`src/rtl/hcsr04_echo_emulator_if.sv`:
```
// Trigger/echo bundle between an HC-SR04 driver (master) and the sensor emulator (slave).
// The driver owns trigger and programmed distance; the emulator owns echo and status pulses.
interface hcsr04_echo_emulator_if;
   logic        iTrig;
   logic [15:0] iDistanceCm;
   logic        oEcho;
   logic        oBusy;
   logic        oTrigAccepted;
   logic        oTrigRejected;

   modport master (
      output iTrig,
      output iDistanceCm,
      input  oEcho,
      input  oBusy,
      input  oTrigAccepted,
      input  oTrigRejected
   );

   modport slave (
      input  iTrig,
      input  iDistanceCm,
      output oEcho,
      output oBusy,
      output oTrigAccepted,
      output oTrigRejected
   );
endinterface

```
`src/rtl/hcsr04_echo_emulator.sv`:
```
// HC-SR04 responder: qualifies trigger width, waits the burst delay, drives a 58 us/cm echo.
// Trigger pin fall to oTrigAccepted is 3 cycles; triggers outside IDLE are ignored, never queued.

module sync_2ff (
   input  logic iClk,
   input  logic iRstn,
   input  logic iD,
   output logic oQ
);
   logic meta_q;
   logic sync_q;

   always_ff @(posedge iClk or negedge iRstn) begin
      if (!iRstn) begin
         meta_q <= 1'b0;
         sync_q <= 1'b0;
      end else begin
         meta_q <= iD;
         sync_q <= meta_q;
      end
   end

   assign oQ = sync_q;
endmodule

module hcsr04_echo_emulator #(
   parameter int P_SYS_CLK_HZ  = 100_000_000,
   parameter int P_MIN_TRIG_US = 10,
   parameter int P_BURST_US    = 200,
   parameter int P_MAX_CM      = 400,
   parameter int P_NO_ECHO_US  = 38_000,
   parameter int P_HOLDOFF_US  = 10_000
) (
   input  logic                         iClk,
   input  logic                         iRstn,
   hcsr04_echo_emulator_if.slave        bus
);
   localparam int          LP_1_US       = P_SYS_CLK_HZ / 1_000_000;
   localparam logic [23:0] LP_TRIG_MIN   = 24'(P_MIN_TRIG_US * LP_1_US);
   localparam logic [23:0] LP_BURST      = 24'(P_BURST_US * LP_1_US);
   localparam logic [23:0] LP_HOLDOFF    = 24'(P_HOLDOFF_US * LP_1_US);
   localparam logic [31:0] LP_NO_ECHO    = 32'(P_NO_ECHO_US * LP_1_US);
   localparam logic [31:0] LP_CYC_PER_CM = 32'(58 * LP_1_US);
   localparam logic [15:0] LP_MAX_CM     = 16'(P_MAX_CM);

   typedef enum logic [1:0] {
      S_IDLE,
      S_BURST_DELAY,
      S_ECHO_HIGH,
      S_HOLDOFF
   } state_t;

   state_t      state_q;
   logic [23:0] width_q;
   logic [23:0] cnt_q;
   logic [31:0] len_q;
   logic        trig_prev_q;
   logic        echo_q;
   logic        busy_q;
   logic        acc_q;
   logic        rej_q;

   logic        trig_s;
   logic        trig_fall;
   logic [23:0] width_d;
   logic [31:0] len_d;

   sync_2ff u_trig_sync (
      .iClk  (iClk),
      .iRstn (iRstn),
      .iD    (bus.iTrig),
      .oQ    (trig_s)
   );

   assign trig_fall = trig_prev_q & ~trig_s;

   always_comb begin
      width_d = width_q;
      if (width_q != LP_TRIG_MIN) begin
         width_d = width_q + 24'd1;
      end
   end

   // Zero and out-of-range distances both report "no object".
   always_comb begin
      len_d = LP_NO_ECHO;
      if ((bus.iDistanceCm != 16'd0) && (bus.iDistanceCm <= LP_MAX_CM)) begin
         len_d = {16'd0, bus.iDistanceCm} * LP_CYC_PER_CM;
      end
   end

   always_ff @(posedge iClk or negedge iRstn) begin
      if (!iRstn) begin
         state_q     <= S_IDLE;
         width_q     <= 24'd0;
         cnt_q       <= 24'd0;
         len_q       <= 32'd0;
         trig_prev_q <= 1'b0;
         echo_q      <= 1'b0;
         busy_q      <= 1'b0;
         acc_q       <= 1'b0;
         rej_q       <= 1'b0;
      end else begin
         trig_prev_q <= trig_s;
         acc_q       <= 1'b0;
         rej_q       <= 1'b0;
         case (state_q)
            S_IDLE: begin
               echo_q <= 1'b0;
               cnt_q  <= 24'd0;
               if (trig_fall) begin
                  width_q <= 24'd0;
                  if (width_q >= LP_TRIG_MIN) begin
                     acc_q   <= 1'b1;
                     len_q   <= len_d;
                     busy_q  <= 1'b1;
                     state_q <= S_BURST_DELAY;
                  end else begin
                     rej_q   <= 1'b1;
                  end
               end else if (trig_s) begin
                  width_q <= width_d;
               end
            end

            S_BURST_DELAY: begin
               width_q <= 24'd0;
               if (cnt_q == LP_BURST - 24'd1) begin
                  cnt_q   <= 24'd0;
                  echo_q  <= 1'b1;
                  state_q <= S_ECHO_HIGH;
               end else begin
                  cnt_q   <= cnt_q + 24'd1;
               end
            end

            S_ECHO_HIGH: begin
               width_q <= 24'd0;
               if ({8'd0, cnt_q} == len_q - 32'd1) begin
                  cnt_q   <= 24'd0;
                  echo_q  <= 1'b0;
                  state_q <= S_HOLDOFF;
               end else begin
                  cnt_q   <= cnt_q + 24'd1;
               end
            end

            S_HOLDOFF: begin
               width_q <= 24'd0;
               echo_q  <= 1'b0;
               if (cnt_q == LP_HOLDOFF - 24'd1) begin
                  cnt_q   <= 24'd0;
                  busy_q  <= 1'b0;
                  state_q <= S_IDLE;
               end else begin
                  cnt_q   <= cnt_q + 24'd1;
               end
            end

            default: begin
               state_q <= S_IDLE;
               width_q <= 24'd0;
               cnt_q   <= 24'd0;
               echo_q  <= 1'b0;
               busy_q  <= 1'b0;
            end
         endcase
      end
   end

   assign bus.oEcho         = echo_q;
   assign bus.oBusy         = busy_q;
   assign bus.oTrigAccepted = acc_q;
   assign bus.oTrigRejected = rej_q;
endmodule

```
`src/flat_wrapper.sv`:
```
// flat-port wrapper written by rule: the top's interface ports become plain ports
module hcsr04_echo_emulator_flat 
#(
   parameter int P_SYS_CLK_HZ  = 100_000_000,
   parameter int P_MIN_TRIG_US = 10,
   parameter int P_BURST_US    = 200,
   parameter int P_MAX_CM      = 400,
   parameter int P_NO_ECHO_US  = 38_000,
   parameter int P_HOLDOFF_US  = 10_000
)
  (iClk, iRstn, bus_iTrig, bus_iDistanceCm, bus_oEcho, bus_oBusy, bus_oTrigAccepted, bus_oTrigRejected);
  hcsr04_echo_emulator_if bus_i ();
  input  logic iClk;
  input  logic iRstn;
  input wire logic [$bits(bus_i.iTrig)-1:0] bus_iTrig;
  input wire logic [$bits(bus_i.iDistanceCm)-1:0] bus_iDistanceCm;
  output wire logic [$bits(bus_i.oEcho)-1:0] bus_oEcho;
  output wire logic [$bits(bus_i.oBusy)-1:0] bus_oBusy;
  output wire logic [$bits(bus_i.oTrigAccepted)-1:0] bus_oTrigAccepted;
  output wire logic [$bits(bus_i.oTrigRejected)-1:0] bus_oTrigRejected;
  assign bus_i.iTrig = bus_iTrig;
  assign bus_i.iDistanceCm = bus_iDistanceCm;
  assign bus_oEcho = bus_i.oEcho;
  assign bus_oBusy = bus_i.oBusy;
  assign bus_oTrigAccepted = bus_i.oTrigAccepted;
  assign bus_oTrigRejected = bus_i.oTrigRejected;
  hcsr04_echo_emulator #(.P_SYS_CLK_HZ(P_SYS_CLK_HZ), .P_MIN_TRIG_US(P_MIN_TRIG_US), .P_BURST_US(P_BURST_US), .P_MAX_CM(P_MAX_CM), .P_NO_ECHO_US(P_NO_ECHO_US), .P_HOLDOFF_US(P_HOLDOFF_US)) u_core (.iClk(iClk), .iRstn(iRstn), .bus(bus_i));
endmodule
```
`config.mk`:
```
export PLATFORM = sky130hd
export DESIGN_NAME = hcsr04_echo_emulator_flat
export DESIGN_NICKNAME = d
export VERILOG_FILES = /design/src/rtl/hcsr04_echo_emulator_if.sv /design/src/rtl/hcsr04_echo_emulator.sv /design/src/flat_wrapper.sv
export SDC_FILE = /design/constraint.sdc
export NUM_CORES = 1
export LEC_CHECK = 0
export ABC_AREA = 1
export ABC_CLOCK_PERIOD_IN_PS = 4600
export BUFFER_PORTS_ARGS = -buffer_cell sky130_fd_sc_hd__buf_2
export CORE_MARGIN = 3
export CORE_UTILIZATION = 30
export DETAILED_ROUTE_END_ITERATION = 7
export PLACE_DENSITY = 0.47
export SLEW_MARGIN = 20
export SYNTH_ARGS = -nofsm -noshare
export SYNTH_HDL_FRONTEND = slang
export SYNTH_SLANG_ARGS = --single-unit
export TNS_END_PERCENT = 5
```
`constraint.sdc`:
```
create_clock -name iClk -period 4.6 [get_ports iClk]
set_input_delay 0.92 -clock iClk [delete_from_list [all_inputs] [get_ports iClk]]
set_output_delay 0.92 -clock iClk [all_outputs]
set_load 0.1 [all_outputs]
```
==> metrics.csv <==
metric,value,unit
final_cell_mix,"nand2_1, inv_1, nor2_1, dfrtp_1, buf_4",
fin_ws,0.0111,ns
crit_arrival,4.85,ns
grtUsageTotal,14.9,%
worst_setup_path_start_kind,primary input,
syn_nets,1289,
final.setup_skew,0.0100,ns
grt_max_degree,84,
seq_area_frac_synth,24.8,%
synth_area_per_cell,7.33,um^2
cts_max_level,3,
ys_types,48,
core.rowCount,60,
area_growth,21.9,%
final_layout_size_suffix_gt1_share,18.0,%
dpl_worst_slack,-0.505,ns
grt_pass1_vias,7537,
dp_cells,1600,
place_area,9660,um^2
clockBufferDepth,2,
async_reset_ff_share,100,%
drt-total-wl,21700,um
drt-initial-drc-count,409,
outcome,finished clean,
netlist_area,8380,um^2
diodes,0,
via_count,7342,
yosys.area.top_type,dfrtp_1,
cts_made_buffers,9,
synthFlopType,dfrtp_1,
ys_ff_latch,83,
powerDensity,481,nW/um^2
clkTransAtPathRegs,0.06,ns
p_leak,5.06,nW
layout_min_cycle_time,4.59,ns
fp.dieH,173,um
grt_pass1_wl,37300,um
start_util,30.8,%
vdd_drop_max,271,uV
hold_violations,0,
max_slew_margin,47.5,%
fin_util,37.6,%
cpPeakStageDelay,0.57,ns
clk-insertion-delay-late,0.34,ns
hold_ws,0.353,ns
final_common_cell,nand2_1,
cts.sinks,83,
cp_slowest_cell,fa_1,
nNetsFinal,1387,
fin_crit_sh,99.8,%
max_freq,0.218,GHz
syn_inst,1143,
holdBufCountCts,0,
critical_path_class,in -> reg,
portBuffers,22,
setup-violations-final,0,
pin_count,23,
tightestPinTransition,0.787,ns
synth_top_area_share,24.8,%
clockRootBuffer,clkbuf_16,
dp_hpwl,17900,um
drc,0,
critPathRequiredTime,4.86,ns
vias_per_cell,4.54,
die_area,30000,um^2
seqCellArea,2080,um^2
finalPower,4.91,mW
rsz0062_at_grt,yes,
multi_input_area,5850,um^2
slew_violations,0,
coreArea,27200,um^2
firstDrtPassIters,5,
synth_edf_count,0,
finalInstanceArea,10200,um^2
gp_congestion,0.808,
cts_tree,yes,
antenna_left,0,
synth_warnings,0,
grt_overflow,0,
die_x,173,um
path_max_fanout,4,
num-fill-cells,2927,
fin_tns_setup,0,ns
end_kind,flop,
min_path_type,reg -> reg,
antenna_found_initial,0,
detail_route.wl_per_cell,13.4,um
crit_chain,buf_4 > ha_4 > xnor2_2 > inv_2 > ha_2 > or2_4 > fa_1 > fa_1 > inv_2 > fa_1 > inv_2 > ha_4 > nand2_4 > nor2_2 > inv_1 > nor3_2 > nand2_1 > nand2_2 > a21oi_4 > o21ai_2 > buf_4 > nor2_1 > o22ai_1,
fin_cells,1618,
synth.top_cells.by_area,"dfrtp_1, ha_1, fa_1",
maxCapViolCount,0,
timing repair:
action / in CTS / in global routing
pin swaps: 1 / 27
setup buffers: 0 / 2
setup endpoints to repair: 5 / 13
resized for setup: 7 / 46
layout make-up:
class / count / share of cell area [%]
clock buffers: 12 / 2.61
clock inverters: 4 / 0.539
inverters: 215 / 7.90
multi-input cells: 833 / 57.2
flip-flops and latches: 83 / 20.3
well taps: 372 / 4.56
repair buffers: 99 / 6.85
cells in the mapped netlist, types with 7 or more instances:
master    number
nor4_1         9
xnor2_1       19
xor2_1        27
ha_1          83
nor3_1        25
or2_2          7
fa_1          44
inv_2         12
a31oi_1        7
o21ai_1        7
nand4_1       26
inv_1        203
nand2_1      221
dfrtp_1       83
clkbuf_1       7
nor2_1       150
nand2_2       12
nand3_1       43
o21ai_0       39
a21oi_1       58
final timing paths:
kind / slack [ns] / startpoint / cells past startpoint / to
min in group asynchronous: 0.60 / iRstn / 1 / u_core.width_q[20]
worst max-delay path: 0.01 / bus_iDistanceCm[3] / 23 / u_core.len_q[26]
worst min-delay path: 0.35 / u_core.u_trig_sync.meta_q / 0 / u_core.u_trig_sync.oQ
worst max register to register: 1.78 / u_core.len_q[3] / 15 / u_core.cnt_q[1]
worst min register to register: 0.35 / u_core.u_trig_sync.meta_q / 0 / u_core.u_trig_sync.oQ
max in group asynchronous: 3.41 / iRstn / 1 / u_core.len_q[13]
critical path, delay by kind of cell:
kind,cells,cell delay [ns]
AO/OA/AOI/OAI,3,0.34
XOR/XNOR,1,0.12
adder cells (fa/ha/maj),6,2.31
buffers and inverters,6,0.48
AND/OR/NAND/NOR,7,0.67
logic make-up (layout without fill, tap and decap cells):
logic type	Yosys count	after routing	synth area share, %
AO/OA/AOI/OAI	148	148	10.2
AND/OR/NAND/NOR	512	512	26.8
buffers and inverters	227	330	10.5
XOR/XNOR	46	46	4.81
adder cells (fa/ha/maj)	127	127	22.9
flip-flops	83	83	24.8
state kept, by name (all words and copies together) (netlist names):
name                       cells
u_core.bus.oEcho               1
u_core.state_q                 2
u_core.bus.oBusy               1
u_core.u_trig_sync.oQ          1
u_core.len_q                  26
u_core.trig_prev_q             1
u_core.width_q                24
u_core.bus.oTrigAccepted       1
u_core.u_trig_sync.meta_q      1
u_core.cnt_q                  24
u_core.bus.oTrigRejected       1
layer usage:
metal / vias up / share of wire [%] / GRT usage, %
li1: 3848 / - / -
met2: 94 / 49 / 26.3
met5: - / 0 / 0
met4: 0 / 1.2 / 3.21
met3: 19 / 1.9 / 1.47
met1: 3381 / 47 / 19.9
report_power, final:
| group | total (mW) | internal [mW] | switching [mW] |
|---|---|---|---|
| Combinational | 3.37 | 1.58 | 1.78 |
| Clock | 0.787 | 0.470 | 0.317 |
| Sequential | 0.757 | 0.744 | 0.0133 |
Note: power is estimated with default switching activity, not from simulation.
